==> config.mk <==
export PLATFORM = sky130hd
export DESIGN_NAME = tag_stamper
export DESIGN_NICKNAME = d
export VERILOG_FILES = /design/src/rtl/tag_stamper.sv
export SDC_FILE = /design/constraint.sdc
export NUM_CORES = 1
export LEC_CHECK = 0
export CAP_MARGIN = 20
export CORE_MARGIN = 3
export CORE_UTILIZATION = 56
export CTS_BUF_LIST = sky130_fd_sc_hd__clkbuf_8
export DETAILED_ROUTE_END_ITERATION = 12
export PLACE_DENSITY = 0.74
export SYNTH_ARGS = -nofsm -noshare
export SYNTH_HDL_FRONTEND = slang
export SYNTH_SLANG_ARGS = --single-unit
==> constraint.sdc <==
create_clock -name clk -period 5.22 [get_ports clk]
set_clock_uncertainty 0.05 [all_clocks]
set_input_delay 1.305 -clock clk [delete_from_list [all_inputs] [get_ports clk]]
set_output_delay 1.305 -clock clk [all_outputs]
set_load 0.005 [all_outputs]
==> src/rtl/tag_stamper.sv <==
// Time-tagger: stamps rising edges of det with a free-running counter and queues them on a valid/ready stream.
// Optional macro TAG_SYNC_EN adds a 2-flop synchronizer on det (stamps then land 2 counts later).
module tag_stamper #(
  parameter int iSIZE       = 31,
  parameter int fifoAddrBit = 3,
  parameter int deadCycles  = 4,
  parameter int dropBit     = 15
) (
  input  logic             clk,
  input  logic             RST,
  input  logic             det,
  input  logic             en,
  output logic [iSIZE:0]   tDat,
  output logic             tV,
  input  logic             tR,
  output logic [dropBit:0] dropCnt,
  output logic [iSIZE:0]   cnt
);

  localparam int AW    = fifoAddrBit + 1;
  localparam int DEPTH = 2 ** AW;
  localparam int DW    = (deadCycles > 2) ? $clog2(deadCycles) : 1;
  localparam logic [DW-1:0] DEAD_LOAD = (deadCycles > 1) ? DW'(deadCycles - 1) : '0;
  localparam logic [AW:0]   FULL_PTS  = {1'b1, {AW{1'b0}}};

  logic [iSIZE:0]   cnt_q, cnt_d;
  logic             det_pre_q;
  logic [DW-1:0]    dead_q, dead_d;
  logic [dropBit:0] drop_q, drop_d;
  logic [AW-1:0]    ra_q, ra_d;
  logic [AW:0]      val_pts_q, val_pts_d;
  logic [iSIZE:0]   mem_q [DEPTH];

  logic          det_in;
  logic          edge_det;
  logic          try_wr;
  logic          wr;
  logic          rd;
  logic          drop;
  logic          full;
  logic [AW-1:0] wa;

`ifdef TAG_SYNC_EN
  logic [1:0] sync_q;

  always_ff @(posedge clk) begin
    if (RST) begin
      sync_q <= 2'b00;
    end else begin
      sync_q <= {sync_q[0], det};
    end
  end

  assign det_in = sync_q[1];
`else
  assign det_in = det;
`endif

  assign tV   = (val_pts_q != '0);
  assign full = (val_pts_q == FULL_PTS);
  assign rd   = tV && tR;
  // Low address bits wrap, so when full the write slot aliases the head being read out.
  assign wa   = ra_q + val_pts_q[AW-1:0];

  assign edge_det = det_in && !det_pre_q;
  assign try_wr   = edge_det && en && (dead_q == '0);
  assign wr       = try_wr && (!full || rd);
  assign drop     = try_wr && full && !rd;

  assign tDat    = tV ? mem_q[ra_q] : '0;
  assign dropCnt = drop_q;
  assign cnt     = cnt_q;

  always_comb begin
    cnt_d     = cnt_q + (iSIZE + 1)'(1);
    ra_d      = ra_q;
    val_pts_d = val_pts_q;
    dead_d    = dead_q;
    drop_d    = drop_q;

    if (rd) begin
      ra_d = ra_q + AW'(1);
    end

    case ({wr, rd})
      2'b10:   val_pts_d = val_pts_q + (AW + 1)'(1);
      2'b01:   val_pts_d = val_pts_q - (AW + 1)'(1);
      default: val_pts_d = val_pts_q;
    endcase

    // Dead time starts only from an accepted edge; drops leave the timer idle.
    if (wr) begin
      dead_d = DEAD_LOAD;
    end else if (dead_q != '0) begin
      dead_d = dead_q - DW'(1);
    end

    if (drop && (drop_q != '1)) begin
      drop_d = drop_q + (dropBit + 1)'(1);
    end
  end

  always_ff @(posedge clk) begin
    if (RST) begin
      cnt_q     <= '0;
      det_pre_q <= 1'b0;
      dead_q    <= '0;
      drop_q    <= '0;
      ra_q      <= '0;
      val_pts_q <= '0;
    end else begin
      cnt_q     <= cnt_d;
      det_pre_q <= det_in;
      dead_q    <= dead_d;
      drop_q    <= drop_d;
      ra_q      <= ra_d;
      val_pts_q <= val_pts_d;
    end
  end

  // Storage needs no reset: occupancy gates visibility.
  always_ff @(posedge clk) begin
    if (wr) begin
      mem_q[wa] <= cnt_q;
    end
  end

endmodule
== Yosys cells after proc, flatten, opt, wreduce, memory -nomap -nowiden ==
Memories as Yosys holds them, arrays and structs flattened. A register that Yosys moved wholly into a read port is not among the register bits.
Cells that the tools add are included.

* $add $sub $neg: 7
* Equal/unequal tests: 4
* Muxes and demuxes: 8
* Reductions and logical operators: 17

{| class="wikitable"
|+ Operators by type and width
! cell !! count
|-
| 32-bit by 1-bit adder with 32-bit output, second input constant || 1
|-
| 32-bit two-way mux || 1
|-
| 16-bit by 1-bit adder with 16-bit output, second input constant || 1
|-
| 16-bit inequality test, second input constant || 1
|-
| 5-bit case mux with 2 select lines || 1
|-
| 1-bit logical AND || 8
|-
| 4-bit two-way mux || 2
|-
| 2-bit nonzero test || 3
|-
| 5-bit by 1-bit adder with 5-bit output, second input constant || 1
|-
| 5-bit equality test, second input constant || 1
|-
| 5-bit nonzero test || 1
|-
| 5-bit by 1-bit subtractor with 5-bit output, second input constant || 1
|-
| 4-bit by 1-bit adder with 4-bit output, second input constant || 1
|-
| 4-bit adder || 1
|-
| 2-bit two-way mux || 2
|-
| 1-bit logical NOT || 3
|-
| 2-bit by 1-bit equality test with 1-bit output, second input constant || 1
|-
| 2-bit equality test, second input constant || 1
|-
| 2-bit logical NOT || 1
|-
| 1-bit two-way mux || 2
|-
| 2-bit by 1-bit subtractor with 2-bit output, second input constant || 1
|-
| 1-bit logical OR || 1
|}

* Register bits: 60
* RAM bits: 512
* Input port bits: 5
* Logic and storage cells: 43
* Memories: 1

{| class="wikitable"
|+ Memory list
! name !! depth !! width !! read ports !! clocked after memory_dff !! wr ports !! RTL line !! source
|-
| mem_q || 16 || 32 || 1 || 1 || 1 || 32 || <nowiki>logic [iSIZE:0] mem_q [DEPTH];</nowiki>
|}

== Longest topological paths before layout ==
Gate-level depths: netlist of run 1.

* Depth after elaboration: 7
* Gate-level depth with buffers: 10
* Gate-level depth less buffers: 10

== Worst setup path before layout of run 1 ==
Ideal clock, no wire load.

* Path kind: input to register
* Start: input port en
* End: memory mem_q[0][0] (netlist bit), enable pin
* Data arrival time: 4,335 ps
* Required time: 4,709 ps
* Path slack: 374 ps
* Stages: 4
* Buffers on the path: 0
* Cells stage by stage: and4b_1 > o21ai_0 > or3_1 > nor3_1

* Word-level cells in the longest chain between the ends: 5

{| class="wikitable"
|+ Ends and longest elaborated chain
! item !! RTL line !! source
|-
| from (decl) || 12 || <nowiki>input logic en,</nowiki>
|-
| 1-bit logical AND (2 in a row) || 66 || <nowiki>assign try_wr = edge_det && en && (dead_q == '0);</nowiki>
|-
| 1-bit logical AND || 67 || <nowiki>assign wr = try_wr && (!full || rd);</nowiki>
|-
| 1-bit two-way mux || 123 || <nowiki>if (wr) begin</nowiki>
|-
| 1-bit two-way mux (implied by the code) || 124 || <nowiki>mem_q[wa] <= cnt_q;</nowiki>
|-
| to (decl) || 32 ||
|}

Every way passes these cells.

== Worst setup path in the final report of run 1 ==
* Start: register val_pts_q[1]
* End: output port tDat[2]

* Word-level cells in the longest chain between the ends: 2

{| class="wikitable"
|+ Ends and longest elaborated chain
! item !! RTL line !! source
|-
| from (decl) || 31 || <nowiki>logic [AW:0] val_pts_q, val_pts_d;</nowiki>
|-
| from (signal assigned) || 117 || <nowiki>val_pts_q <= val_pts_d;</nowiki>
|-
| 5-bit nonzero test || 59 || <nowiki>assign tV = (val_pts_q != '0);</nowiki>
|-
| 32-bit two-way mux || 70 || <nowiki>assign tDat = tV ? mem_q[ra_q] : '0;</nowiki>
|-
| to (decl) || 13 || <nowiki>output logic [iSIZE:0] tDat,</nowiki>
|}

Every way passes these cells.

==> impl_metrics.xml, run 1 <==
<?xml version="1.0" encoding="UTF-8"?>
<metrics>
  <group name="status">
    <metric name="result_of_the_run" unit="">complete, no violations</metric>
  </group>
  <group name="logic_synthesis">
    <metric name="share_of_the_yosys_chip_area_belonging_to_registers" unit="">0.737</metric>
    <metric name="synth-seq-cells" unit="">576</metric>
    <metric name="synth-edff-count" unit="">512</metric>
    <metric name="syn_area" unit="sq um">22600</metric>
    <metric name="yosys_warnings" unit="">0</metric>
    <metric name="ys_types" unit="">50</metric>
    <metric name="async_flop_share" unit="">0</metric>
    <metric name="syn-num-nets" unit="">1187</metric>
    <metric name="synth-main-ff-cell" unit="">edfxtp_1</metric>
    <metric name="postSynthCellCount" unit="">1170</metric>
    <metric name="mean_post_synth_cell_area" unit="sq um">19.3</metric>
  </group>
  <group name="pwr">
    <metric name="power_density" unit="nW/um^2">436</metric>
    <metric name="power" unit="mW">11.4</metric>
    <metric name="cellLeakagePower" unit="nW">8.20</metric>
    <metric name="max-vdd-ir-drop" unit="mV">0.267</metric>
  </group>
  <group name="clocking">
    <metric name="cts-hold-fix-buffers" unit="">0</metric>
    <metric name="post_cts_buffers" unit="">0</metric>
    <metric name="cts-root-buf" unit="">clkbuf_8</metric>
    <metric name="tritoncts" unit="">done</metric>
    <metric name="clk_latency" unit="ns">0.63</metric>
    <metric name="clk_path_buf_depth" unit="">3</metric>
    <metric name="post_cts_resized" unit="">0</metric>
    <metric name="cts.htree.levels" unit="">3</metric>
    <metric name="clock_sinks" unit="">576</metric>
    <metric name="clk_pin_slew" unit="ns">0.06</metric>
    <metric name="cts_inserted_buffers" unit="">87</metric>
  </group>
  <group name="setup_path">
    <metric name="crit_path_cell_trace" unit="">nor4_1 &gt; buf_4 &gt; nand2_1 &gt; nand2b_2 &gt; buf_4 &gt; o22ai_1 &gt; clkdlybuf4s50_1</metric>
    <metric name="worstPathArrival" unit="ns">3.16</metric>
    <metric name="crit_path_max_fanout" unit="">18</metric>
    <metric name="crit_path_max_incr_delay" unit="ns">0.50</metric>
    <metric name="critPathBufInv" unit="">3</metric>
    <metric name="worst_setup_path_start_kind" unit="">register</metric>
    <metric name="worst-endpoint-required" unit="ns">3.87</metric>
    <metric name="crit_slowest_cell" unit="">clkdlybuf4s50_1</metric>
    <metric name="crit_path_category" unit="">reg -&gt; out</metric>
    <metric name="critical_path.top_delay_family" unit="">buffers and inverters</metric>
    <metric name="path_common_cell" unit="">buf_4</metric>
    <metric name="crit_path_end_kind" unit="">output pin</metric>
  </group>
  <group name="layout">
    <metric name="final_common_cell" unit="">edfxtp_1</metric>
    <metric name="nets" unit="">1351</metric>
    <metric name="multi_input_logic_area" unit="sq um">5740</metric>
    <metric name="num_antenna_cells" unit="">0</metric>
    <metric name="layout-area-overhead-vs-synth" unit="%">15.4</metric>
    <metric name="final-seq-area" unit="sq um">16700</metric>
    <metric name="layout.cells.most_common_list" unit="">edfxtp_1, mux4_2, clkbuf_8</metric>
    <metric name="stdcell_area" unit="sq um">26100</metric>
    <metric name="drive_gt1_frac" unit="">0.228</metric>
    <metric name="filler_cell_count" unit="">2667</metric>
  </group>
  <group name="sta">
    <metric name="worst-slew-pin-transition" unit="ns">1.02</metric>
    <metric name="fin_ws" unit="ns">0.704</metric>
    <metric name="layout_worst_path_cycle_share" unit="">0.865</metric>
    <metric name="slew_headroom" unit="">0.315</metric>
    <metric name="layout_min_cycle_time" unit="ns">4.52</metric>
    <metric name="slew_viol_final" unit="">0</metric>
    <metric name="hold_viol" unit="">0</metric>
    <metric name="rsz0062_at_grt" unit="">false</metric>
    <metric name="max_freq" unit="MHz">221</metric>
    <metric name="setup_tns" unit="ns">0</metric>
    <metric name="timing.final.setup_violations" unit="">0</metric>
  </group>
  <group name="grt">
    <metric name="global_route_wire_length_before_repair" unit="microns">72000</metric>
    <metric name="grt_antenna_before_repair" unit="">0</metric>
    <metric name="gr-total-overflow" unit="">0</metric>
    <metric name="grt_max_degree" unit="">68</metric>
    <metric name="global_route.usage.total" unit="">0.226</metric>
    <metric name="grt_pass1_vias" unit="">12100</metric>
  </group>
  <group name="placed_design">
    <metric name="place.port_buffers" unit="">85</metric>
    <metric name="dpl-instance-area" unit="sq um">24400</metric>
    <metric name="gp_congestion" unit="">0.802</metric>
    <metric name="dp_hpwl" unit="microns">25900</metric>
    <metric name="preCtsSetupSlack" unit="ns">1.15</metric>
  </group>
  <group name="flow_run">
    <metric name="drv.max_cap_violation_count" unit="">0</metric>
  </group>
  <group name="floorplan">
    <metric name="design.core.area" unit="sq um">39300</metric>
    <metric name="floorplan.die.width" unit="microns">207</metric>
    <metric name="initial_core_util" unit="">0.575</metric>
    <metric name="placement_rows" unit="">72</metric>
    <metric name="ios" unit="">86</metric>
    <metric name="die_area" unit="sq um">42800</metric>
    <metric name="dieHeight" unit="microns">207</metric>
  </group>
  <group name="detailed_routing">
    <metric name="num_vias" unit="">11800</metric>
    <metric name="drt_wl_total" unit="microns">46600</metric>
    <metric name="wire_per_inst" unit="microns">24.3</metric>
    <metric name="via_per_inst" unit="">6.17</metric>
    <metric name="firstDrtPassIters" unit="">5</metric>
    <metric name="first_iter_violations" unit="">910</metric>
    <metric name="detail-route-antenna-nets" unit="">0</metric>
    <metric name="remaining_drc_errors" unit="">0</metric>
  </group>
  <group name="min_path">
    <metric name="worst_hold_path_type" unit="">reg -&gt; reg</metric>
  </group>
</metrics>
[worst paths after layout]
path	start	end	slack, ns	cells past startpoint
setup / recovery	val_pts_q[1]	tDat[2]	0.70	7
hold / removal	dead_q[1]	dead_q[1]	0.46	2
setup reg to reg	val_pts_q[1]	val_pts_q[4]	1.99	8
hold reg to reg	dead_q[1]	dead_q[1]	0.46	2
[worst min-delay path, delay by kind of cell, from the launching register on]
kind / cells / cell delay, ns
flops: 1 / 0.30
compound gates: 1 / 0.08
buf+inv: 1 / 0.07
[state kept, by name, summed over array words and instances (netlist names), named ones only]
signal     cells
dropCnt       16
ra_q           4
det_pre_q      1
mem_q        512
dead_q         2
cnt           32
val_pts_q      5
[metrics by stage]
stage / cells / utilization / hold WS (ns)
5_1_grt: 1918 / 0.664 / 0.484
3_5_place_dp: 1763 / 0.621 / 0.450
3_3_place_gp: 1763 / 0.621 / 0.424
6_report: 1918 / 0.664 / 0.456
4_1_cts: 1918 / 0.664 / 0.459
2_1_floorplan: 1170 / - / 0.405
[synth_stat cells (3+ instances only)]
| cell | n | area (sq um) |
|---|---|---|
| edfxtp_1 | 512 | 15400 |
| mux2i_1 | 67 | 671 |
| mux2_2 | 8 | 90.1 |
| o22ai_1 | 32 | 200 |
| nor2b_1 | 12 | 75.1 |
| o31ai_1 | 11 | 82.6 |
| buf_1 | 23 | 86.3 |
| xnor2_1 | 13 | 114 |
| or3_1 | 13 | 81.3 |
| nor4_1 | 8 | 50.1 |
| buf_2 | 3 | 15.0 |
| and4_1 | 3 | 26.3 |
| nor2_1 | 28 | 105 |
| a211oi_1 | 9 | 67.6 |
| ha_1 | 10 | 125 |
| xor2_1 | 8 | 70.1 |
| nand2_1 | 24 | 90.1 |
| and3_1 | 4 | 25.0 |
| or4_1 | 18 | 135 |
| o21ai_0 | 15 | 75.1 |
| dfxtp_1 | 64 | 1280 |
| mux4_2 | 128 | 2880 |
| a21oi_1 | 31 | 155 |
| nand3_1 | 14 | 70.1 |
| inv_1 | 18 | 67.6 |
| nand4_1 | 9 | 56.3 |
| clkbuf_1 | 32 | 120 |
| nor3_1 | 21 | 105 |
[layout make-up]
class                   instances  area share
clock buffers                  96      0.0507
flip-flops and latches        576       0.639
inverters                      19     0.00273
well taps                     518      0.0249
clock inverters                59      0.0142
multi-input cells             517       0.220
repair buffers                133      0.0482
[power breakdown]
part / switching [mW] / internal (mW)
logic: 1.22 / 1.36
clock network: 1.63 / 1.93
registers: 0.125 / 5.12
total: 2.97 / 8.40
[logic make-up (layout without fill, tap and decap cells)]
| group | count (synthesis) | in the layout | share of synthesized area |
|---|---|---|---|
| flip-flops | 576 | 576 | 0.737 |
| multiplexers | 205 | 205 | 0.162 |
| AND/OR/NAND/NOR | 163 | 163 | 0.0396 |
| AO/OA/AOI/OAI | 116 | 116 | 0.0328 |
| buffers and inverters | 77 | 307 | 0.0130 |
| XOR/XNOR | 21 | 21 | 0.00814 |
| adder cells (fa/ha/maj) | 12 | 12 | 0.00731 |
[metal layers]
layer / vias up / track usage / wire, microns / part of all wire
met5: - / 0 / 0 / 0
met4: 0 / 0.0665 / 877 / 0.019
met3: 65 / 0.0438 / 3320 / 0.071
met2: 422 / 0.360 / 22800 / 0.49
met1: 6172 / 0.325 / 19600 / 0.42
li1: 5173 / - / - / -
Note: power is estimated with default switching activity, not from simulation.
==> run 2: changes to the inputs <==
- GPL_TIMING_DRIVEN: default -> 0
- RECOVER_POWER: default -> 25
==> impl_metrics.xml, run 2 (same netlist as run 1, synthesis figures left out) <==
<?xml version="1.0" encoding="UTF-8"?>
<metrics>
  <group name="pwr">
    <metric name="cellLeakagePower" unit="nW">8.42</metric>
    <metric name="power_density" unit="nW/um^2">431</metric>
    <metric name="power" unit="mW">11.4</metric>
    <metric name="max-vdd-ir-drop" unit="mV">0.314</metric>
  </group>
  <group name="setup_path">
    <metric name="worstReg2RegStart" unit="">val_pts_q[1]</metric>
    <metric name="crit_path_max_fanout" unit="">10</metric>
    <metric name="worstPathArrival" unit="ns">3.67</metric>
    <metric name="crit_path_end_kind" unit="">output pin</metric>
    <metric name="ff2ff_setup_slack" unit="ns">1.87</metric>
    <metric name="worst-endpoint-required" unit="ns">3.87</metric>
    <metric name="crit_path_category" unit="">reg -&gt; out</metric>
    <metric name="worst_setup_path_start_kind" unit="">register</metric>
  </group>
  <group name="detailed_routing">
    <metric name="wire_per_inst" unit="microns">25.2</metric>
    <metric name="remaining_drc_errors" unit="">0</metric>
    <metric name="detail-route-antenna-nets" unit="">0</metric>
    <metric name="first_iter_violations" unit="">1252</metric>
    <metric name="wl_met2" unit="microns">24700</metric>
    <metric name="firstDrtPassIters" unit="">6</metric>
    <metric name="num_vias" unit="">12300</metric>
    <metric name="top_layer_used" unit="">met4</metric>
    <metric name="via_per_inst" unit="">6.17</metric>
    <metric name="wirelength_met1" unit="microns">20300</metric>
    <metric name="drt_wl_total" unit="microns">50200</metric>
    <metric name="detailroute.wirelength.met3" unit="microns">4060</metric>
  </group>
  <group name="grt">
    <metric name="global_route_wire_length_before_repair" unit="microns">76000</metric>
    <metric name="grt_pass1_vias" unit="">12500</metric>
    <metric name="grt_antenna_before_repair" unit="">0</metric>
    <metric name="grt_max_degree" unit="">24</metric>
    <metric name="gr-total-overflow" unit="">0</metric>
    <metric name="global_route.usage.total" unit="">0.241</metric>
  </group>
  <group name="floorplan">
    <metric name="die_area" unit="sq um">42800</metric>
    <metric name="design.core.area" unit="sq um">39300</metric>
    <metric name="floorplan.die.width" unit="microns">207</metric>
    <metric name="placement_rows" unit="">72</metric>
    <metric name="initial_core_util" unit="">0.575</metric>
    <metric name="ios" unit="">86</metric>
    <metric name="dieHeight" unit="microns">207</metric>
  </group>
  <group name="flow_run">
    <metric name="drv.max_cap_violation_count" unit="">0</metric>
  </group>
  <group name="min_path">
    <metric name="worst_hold_path_type" unit="">reg -&gt; reg</metric>
    <metric name="holdCritStartpoint" unit="">dead_q[1]</metric>
  </group>
  <group name="layout">
    <metric name="largest-register" unit="">mem_q</metric>
    <metric name="layout.cells.most_common_list" unit="">edfxtp_1, mux4_2, clkbuf_8</metric>
    <metric name="nets" unit="">1420</metric>
    <metric name="utilization" unit="">0.676</metric>
    <metric name="drive_gt1_frac" unit="">0.231</metric>
    <metric name="largest_register_ffs" unit="">512</metric>
    <metric name="num_antenna_cells" unit="">0</metric>
    <metric name="layout-area-overhead-vs-synth" unit="%">17.4</metric>
    <metric name="final_common_cell" unit="">edfxtp_1</metric>
  </group>
  <group name="sta">
    <metric name="worst-slew-pin-transition" unit="ns">1.13</metric>
    <metric name="layout_worst_path_cycle_share" unit="">0.963</metric>
    <metric name="timing.final.setup_violations" unit="">0</metric>
    <metric name="hold_ws" unit="ns">0.442</metric>
    <metric name="max_freq" unit="MHz">199</metric>
    <metric name="slew_viol_final" unit="">0</metric>
    <metric name="layout_min_cycle_time" unit="ns">5.03</metric>
    <metric name="fin_ws" unit="ns">0.193</metric>
    <metric name="rsz0062_at_grt" unit="">true</metric>
    <metric name="setup_tns" unit="ns">0</metric>
    <metric name="hold_viol" unit="">0</metric>
    <metric name="slew_headroom" unit="">0.244</metric>
  </group>
  <group name="clocking">
    <metric name="cts-root-buf" unit="">clkbuf_8</metric>
    <metric name="tritoncts" unit="">done</metric>
    <metric name="post_cts_buffers" unit="">0</metric>
    <metric name="cts-hold-fix-buffers" unit="">0</metric>
    <metric name="clk_path_buf_depth" unit="">3</metric>
    <metric name="clk_pin_slew" unit="ns">0.06</metric>
    <metric name="cts_inserted_buffers" unit="">88</metric>
    <metric name="cts.htree.levels" unit="">3</metric>
    <metric name="clk_latency" unit="ns">0.63</metric>
    <metric name="clock_sinks" unit="">576</metric>
  </group>
  <group name="placed_design">
    <metric name="gp_congestion" unit="">0.803</metric>
    <metric name="dp_hpwl" unit="microns">33700</metric>
    <metric name="preCtsSetupSlack" unit="ns">0.328</metric>
    <metric name="place.port_buffers" unit="">85</metric>
  </group>
  <group name="status">
    <metric name="result_of_the_run" unit="">complete, no violations</metric>
  </group>
</metrics>
[run 2: changes by cell type in the layout (fill, tap and decap cells not counted), moves of 4 or more]
cell             before  now
buf_6                 0   48
buf_12                4    0
clkinv_1             16   12
inv_1                50   56
buf_4                44    6
clkbuf_2              0    7
clkdlybuf4s15_2       0    7
clkbuf_1              0   31
buf_1                 0   10
clkbuf_8             96  100
[run 2: power breakdown]
part | switching [mW] | total, mW | internal, mW
clock network | 1.62 | 3.46 | 1.84
registers | 0.0746 | 5.19 | 5.11
logic | 1.40 | 2.79 | 1.38
[run 2: through the flow]
step / instances / cell area (sq um)
after global placement: 1773 / 24100
after CTS: 1987 / 26500
final: 1987 / 26500
after global routing: 1987 / 26500
after floorplan: 1170 / 22600
after detailed placement: 1831 / 24800
[run 2: worst paths after layout]
path                                     end  cells past startpoint
worst max register to register  mem_q[13][7]                      7
worst min register to register     dead_q[1]                      2
worst max-delay path                tDat[19]                      6
worst min-delay path               dead_q[1]                      2
[run 2: critical path: stages, from the launching register on]
cell and delay (ns):
dfxtp_1 0.33, clkbuf_1 0.64, clkdlybuf4s15_2 0.65, mux4_2 0.56, mux2i_1 0.21, o22ai_1 0.14
clkdlybuf4s50_1 0.50
[run 2: timing repair]
action | CTS | global route
setup endpoints to repair | 31 | 24
pin swaps | 0 | 0
gates resized for setup | 16 | 12
[run 2: layer usage]
| metal | global-route usage | up-vias |
|---|---|---|
| met5 | 0 | - |
| met2 | 0.385 | 526 |
| li1 | - | 5310 |
| met4 | 0.0737 | 0 |
| met3 | 0.0527 | 68 |
| met1 | 0.341 | 6347 |
[run 2: area by class of cell]
type,instances,area (sq um)
clock inverters,56,273
inverters,19,71.3
plain buffers,58,283
fillers,2594,12700
repair buffers,143,1490
well taps,518,648
multi-input cells,517,5740
flip-flops and latches,576,16700
clock buffers,100,1380
